[src/rtl/adder_bist_pkg.sv]
// Shared types and default sizing for the adder BIST controller.
package adder_bist_pkg;

    localparam int unsigned DEF_WIDTH         = 4;
    localparam int unsigned DEF_SETTLE_CYCLES = 1;
    localparam int unsigned DEF_FAIL_W        = 16;

    typedef enum logic [2:0] {
        ST_IDLE,
        ST_DRIVE,
        ST_SETTLE,
        ST_CHECK,
        ST_DONE
    } bist_state_t;

endpackage

[src/rtl/bist_sat_counter.sv]
// Saturating up-counter with synchronous clear; clear wins over increment.
module bist_sat_counter #(
    parameter int unsigned W = 16
) (
    input  logic         clk,
    input  logic         rst,
    input  logic         clr,
    input  logic         inc,
    output logic [W-1:0] count
);

    logic [W-1:0] count_q;
    logic [W-1:0] count_d;

    // Next count: clear, saturating increment, or hold.
    always_comb begin
        count_d = count_q;
        if (clr) begin
            count_d = '0;
        end else if (inc && (count_q != '1)) begin
            count_d = count_q + W'(1);
        end
    end

    // Count register.
    always_ff @(posedge clk or posedge rst) begin
        if (rst) begin
            count_q <= '0;
        end else begin
            count_q <= count_d;
        end
    end

    assign count = count_q;

endmodule

[src/rtl/adder_bist_ctrl.sv]
// Exhaustive BIST sequencer for a WIDTH-bit adder: sweeps every {a,b,cin},
// waits for the adder to settle, and counts mismatching results.
module adder_bist_ctrl
    import adder_bist_pkg::*;
#(
    parameter int unsigned WIDTH         = DEF_WIDTH,
    parameter int unsigned SETTLE_CYCLES = DEF_SETTLE_CYCLES,
    parameter int unsigned FAIL_W        = DEF_FAIL_W
) (
    input  logic                 clk,
    input  logic                 rst,
    input  logic                 start,
    output logic [WIDTH-1:0]     a,
    output logic [WIDTH-1:0]     b,
    output logic                 cin,
    input  logic [WIDTH-1:0]     dut_sum,
    input  logic                 dut_cout,
    output logic                 busy,
    output logic                 done,
    output logic                 pass,
    output logic [FAIL_W-1:0]    fail_count,
    output logic [2*WIDTH:0]     first_fail_idx
);

    localparam int unsigned IDX_W = 2 * WIDTH + 1;
    localparam int unsigned SUM_W = WIDTH + 1;
    localparam int unsigned CNT_W = 4;

    bist_state_t        state_q, state_d;
    logic [IDX_W-1:0]   idx_q, idx_d;
    logic [IDX_W-1:0]   vec_q, vec_d;
    logic [CNT_W-1:0]   cnt_q, cnt_d;
    logic [IDX_W-1:0]   first_q, first_d;
    logic               busy_q, busy_d;
    logic               done_q, done_d;
    logic               pass_q, pass_d;
    logic               fail_clr;
    logic               fail_inc;
    logic [SUM_W-1:0]   expected;
    logic               mismatch;

    // Reference sum from the operands currently applied to the adder.
    always_comb begin
        expected = SUM_W'(vec_q[IDX_W-1 -: WIDTH]) + SUM_W'(vec_q[WIDTH:1]) + SUM_W'(vec_q[0]);
        mismatch = ({dut_cout, dut_sum} != expected);
    end

    // Next-state, sweep index, settle timer and result bookkeeping.
    always_comb begin
        state_d  = state_q;
        idx_d    = idx_q;
        vec_d    = vec_q;
        cnt_d    = cnt_q;
        first_d  = first_q;
        fail_clr = 1'b0;
        fail_inc = 1'b0;
        case (state_q)
            ST_IDLE, ST_DONE: begin
                if (start) begin
                    state_d  = ST_DRIVE;
                    idx_d    = '0;
                    first_d  = '0;
                    fail_clr = 1'b1;
                end
            end
            ST_DRIVE: begin
                vec_d   = idx_q;
                cnt_d   = '0;
                state_d = ST_SETTLE;
            end
            ST_SETTLE: begin
                if (cnt_q == CNT_W'(SETTLE_CYCLES - 1)) begin
                    state_d = ST_CHECK;
                end else begin
                    cnt_d = cnt_q + CNT_W'(1);
                end
            end
            ST_CHECK: begin
                if (mismatch) begin
                    fail_inc = 1'b1;
                    if (fail_count == '0) begin
                        first_d = idx_q;
                    end
                end
                if (idx_q == '1) begin
                    state_d = ST_DONE;
                end else begin
                    idx_d   = idx_q + IDX_W'(1);
                    state_d = ST_DRIVE;
                end
            end
            default: begin
                state_d = ST_IDLE;
            end
        endcase
        busy_d = (state_d == ST_DRIVE) || (state_d == ST_SETTLE) || (state_d == ST_CHECK);
        done_d = (state_d == ST_DONE);
        // The count cannot change once DONE is reached, so a pending increment decides pass.
        pass_d = done_d && (fail_count == '0) && !fail_inc;
    end

    // State and output registers.
    always_ff @(posedge clk or posedge rst) begin
        if (rst) begin
            state_q <= ST_IDLE;
            idx_q   <= '0;
            vec_q   <= '0;
            cnt_q   <= '0;
            first_q <= '0;
            busy_q  <= 1'b0;
            done_q  <= 1'b0;
            pass_q  <= 1'b0;
        end else begin
            state_q <= state_d;
            idx_q   <= idx_d;
            vec_q   <= vec_d;
            cnt_q   <= cnt_d;
            first_q <= first_d;
            busy_q  <= busy_d;
            done_q  <= done_d;
            pass_q  <= pass_d;
        end
    end

    bist_sat_counter #(
        .W (FAIL_W)
    ) u_fail_cnt (
        .clk   (clk),
        .rst   (rst),
        .clr   (fail_clr),
        .inc   (fail_inc),
        .count (fail_count)
    );

    assign a              = vec_q[IDX_W-1 -: WIDTH];
    assign b              = vec_q[WIDTH:1];
    assign cin            = vec_q[0];
    assign busy           = busy_q;
    assign done           = done_q;
    assign pass           = pass_q;
    assign first_fail_idx = first_q;

endmodule

[config.mk]
export PLATFORM = sky130hd
export DESIGN_NAME = adder_bist_ctrl
export DESIGN_NICKNAME = d
export VERILOG_FILES = /design/src/rtl/adder_bist_pkg.sv /design/src/rtl/bist_sat_counter.sv /design/src/rtl/adder_bist_ctrl.sv
export SDC_FILE = /design/constraint.sdc
export NUM_CORES = 1
export LEC_CHECK = 0
export CAP_MARGIN = 20
export CORE_MARGIN = 2
export CORE_UTILIZATION = 45
export CTS_CLUSTER_SIZE = 10
export DETAILED_ROUTE_END_ITERATION = 8
export PLACE_DENSITY = 0.67
export SLEW_MARGIN = 0
export SYNTH_ARGS = -nofsm -noshare
export SYNTH_HDL_FRONTEND = slang
export SYNTH_SLANG_ARGS = --single-unit
[constraint.sdc]
create_clock -name clk -period 7.6 [get_ports clk]
set_input_delay 1.9 -clock clk [delete_from_list [all_inputs] [get_ports clk]]
set_output_delay 1.9 -clock clk [all_outputs]
set_load 0.01 [all_outputs]
==> parameters.txt <==
Parameter                              Value

Outcome
  Outcome ... complete, no violations

Worst hold path
  Classification of the worst-slack hold path ... reg2reg
  Hold wc startpoint ... idx_q[4]$_DFFE_PP0P_

CTS
  Number of gates given a new drive strength after cts ... 0
  Total CTS buffers ... 5
  TritonCTS clock tree ... built
  Clock-pin slew of the registers on the worst-case setup and hold paths ... 110 ps
  Maximum buffer depth of the clock tree ... 2
  Hold bufs inserted after CTS ... 0
  Skew-Pair Late Insertion Delay ... 310 ps
  Root Driver ... sky130_fd_sc_hd__clkbuf_8
  Clock Sinks ... 53
  Buffer count from post-CTS setup fixing ... 0
  H-Tree Depth ... 2

Die
  Placement Rows ... 29
  Boundary Pins ... 45
  Starting density of the core ... 46.0%
  Floorplan die height ... 83.9 microns
  Width of the die ... 83.9 microns
  Standard cell core area ... 6240 sq um
  Area of the die ... 7030 sq um

GRT
  GRT overflow ... 0
  Largest net degree at the start of global routing ... 54
  Number of antenna violations at the first check in global routing ... 0
  Overall Global Routing Usage ... approximately 18%
  Global-route wire length before repair ... 10500 microns
  Via count of the first global-routing pass ... 2195

Timing
  Worst Clk Skew ... 9.65 ps
  RSZ-0062 raised after global routing ... no
  Part of the cycle the worst path needs ... 48.7%
  Setup TNS Final ... 0 ps
  Highest achievable clock rate ... 0.270 GHz
  Max-slew violation total from the final report ... 0
  Number of hold-slack violations in the final timing report ... 0
  Count of endpoints failing setup in the final report ... 0
  Worst-case headroom to the max-slew limit ... 34.4%
  Slew of the pin with the lowest slew margin ... slightly below 1000 ps
  Post-layout minimum cycle time ... between 3000 and 4000 ps

Setup path
  Start of the worst register-to-register path ... vec_q[5]$_DFFE_PP0P_
  Worst Setup Path Type ... in2reg
  Required time at the worst-slack endpoint ... 7810 ps
  Crit path capture type ... flip-flop
  Setup crit start kind ... input pin
  Critical Path AT ... 3910 ps
  Worst-path fanout max ... 13
  Start point of the critical path ... dut_sum[2]

Synthesis
  Sequential share of the synthesized area ... a little under half
  Syn Std Cell Area ... 2870 sq um
  Share of Yosys cell area claimed by the top area cell type ... 46.2%
  Post-synthesis register bit count ... 53
  Cell type with the largest total area after synthesis ... sky130_fd_sc_hd__dfrtp_1
  Instance count of the mapped netlist ... 289
  Number of flops mapped to enable cells by yosys ... 0
  Async SR Flop Fraction ... between 90% and 100%
  Post-synth net total ... 308
  Average footprint of a synthesized cell ... 9.93 sq um
  Netlist cell types ... 48
  Top FF cell, synth ... sky130_fd_sc_hd__dfrtp_1
  Top cells by area, synth ... sky130_fd_sc_hd__dfrtp_1, sky130_fd_sc_hd__mux2i_1, sky130_fd_sc_hd__nand2_1
  Warning count from the yosys run ... 0

Layout
  Top library cells by usage in the layout, fill and taps aside ... sky130_fd_sc_hd__dfrtp_1, sky130_fd_sc_hd__clkdlybuf4s50_1, sky130_fd_sc_hd__nand2_1, sky130_fd_sc_hd__inv_1, sky130_fd_sc_hd__nor2_1
  Most common cell after layout, fill and taps aside ... sky130_fd_sc_hd__dfrtp_1
  Area taken by flip-flops and latches ... roughly 1300 sq um
  Share of post-route cells with drive strength above 1 ... a little under a tenth
  Filler cell count in the final layout ... 558
  Area growth syn-to-layout ... 20.7%
  Footprint of the multi-input gates ... 1390 sq um
  Antenna Cells ... 0
  Final net count ... 351

Drt
  Routed length per instance ... 14.7 microns
  DR pass1 iterations ... 4
  Total Routed Length ... 6010 microns
  DRT antenna net count ... 0
  Iteration-0 DRC Markers ... 145
  Routed via count ... 2212
  Routed vias/inst ... 5.40
  Post-detailed-route DRC marker count ... 0

Placed design
  Count of input and output buffers ... 44
  Final RePlAce weighted congestion ... 0.884
  HPWL reported at the end of detailed placement ... ~4300 microns

Power and ir drop
  Worst ir drop on vdd ... 0.000150 V
  Total power consumption of the routed design ... 1.01 mW
  PD cells ... 290 nW/um^2
  Leakage power figure ... roughly 1.5 nW

Run
  Max cap viols ... 0
==> layer usage <==
metal / wire length [microns] / global-route usage (%) / share of wire [%]
met1: 2780 / 24.3 / 46
met2: 2870 / 30.0 / 48
met3: 235 / 4.15 / 3.9
met4: 131 / 6.60 / 2.2
met5: 0 / 0 / 0
==> synthesized netlist by cell type (3+ instances only) <==
library cell               count
sky130_fd_sc_hd__o211ai_1      7
sky130_fd_sc_hd__mux2i_1      14
sky130_fd_sc_hd__nor3_2        3
sky130_fd_sc_hd__o21ai_0       7
sky130_fd_sc_hd__xor2_1        6
sky130_fd_sc_hd__nand3_1      11
sky130_fd_sc_hd__xnor2_1      11
sky130_fd_sc_hd__nor2_1       18
sky130_fd_sc_hd__a31oi_1       4
sky130_fd_sc_hd__or3_1         3
sky130_fd_sc_hd__a21oi_1       4
sky130_fd_sc_hd__nor4_1        5
sky130_fd_sc_hd__nand4_1       7
sky130_fd_sc_hd__nand2_1      33
sky130_fd_sc_hd__mux2_2        7
sky130_fd_sc_hd__nor3_1        6
sky130_fd_sc_hd__o21ai_1       8
sky130_fd_sc_hd__ha_1          9
sky130_fd_sc_hd__o31ai_1       4
sky130_fd_sc_hd__clkbuf_1      7
sky130_fd_sc_hd__inv_1        29
sky130_fd_sc_hd__and3_1        4
sky130_fd_sc_hd__dfrtp_1      53
==> cell type report <==
type | instances | area share [%]
sequential | 53 | 38.3
clock inverter | 3 | 0.722
multi-input combinational | 198 | 40.2
tap | 77 | 2.78
clock buffer | 5 | 1.99
timing repair buffer | 45 | 12.9
inverter | 29 | 3.14
==> worst paths after layout <==
path,endpoint,slack [ps],cells after the start
worst min register to register,vec_q[4]$_DFFE_PP0P_,530,1
min in group asynchronous,cnt_q[2]$_DFFE_PP0P_,2080,3
worst min-delay path,vec_q[4]$_DFFE_PP0P_,530,1
worst max register to register,u_fail_cnt.count[1]$_DFFE_PP0P_,4620,10
worst max-delay path,u_fail_cnt.count[1]$_DFFE_PP0P_,3900,7
max in group asynchronous,u_fail_cnt.count[4]$_DFFE_PP0P_,5090,3
==> flip-flops by register name, summed over array words and instances, names as in the netlist <==
signal and count:
state_q 3, first_fail_idx 9, u_fail_cnt.count 16, cnt_q 4, busy 1, pass 1
idx_q 9, done 1, vec_q 9
==> through the flow <==
stage          std cells  setup WS, ps  util [%]  instance area, sq um  hold WS (ps)
4_1_cts              410          3890      55.5                  3470           531
2_1_floorplan        289          4410         -                  2870           479
5_1_grt              410          3790      55.5                  3470           560
6_report             410          3900      55.5                  3470           528
3_5_place_dp         402          3540      54.0                  3370           507
3_3_place_gp         402          3630      54.0                  3370           496
==> where the power goes <==
group / internal, mW / switching (mW)
combinational: 0.191 / 0.233
sequential: 0.340 / 0.0720
clock: 0.0674 / 0.101
==> critical path, stage by stage <==
cell                              delay [ps]
sky130_fd_sc_hd__clkdlybuf4s50_1         480
sky130_fd_sc_hd__xnor2_1                 140
sky130_fd_sc_hd__xnor2_1                 160
sky130_fd_sc_hd__nor3_2                   80
sky130_fd_sc_hd__a31oi_2                 540
sky130_fd_sc_hd__nand2_2                 250
sky130_fd_sc_hd__mux2_1                  370
==> logic make-up after synthesis <==
logic type               Yosys count  share of synthesized area [%]
AND/OR/NAND/NOR                  104                           19.4
flip-flops                        53                           46.2
AO/OA/AOI/OAI                     44                           10.6
buffers and inverters             38                           5.27
multiplexers                      22                           8.02
XOR/XNOR                          17                           5.19
adder cells (fa/ha/maj)           11                           5.32
Note: power is estimated with default switching activity, not from simulation.
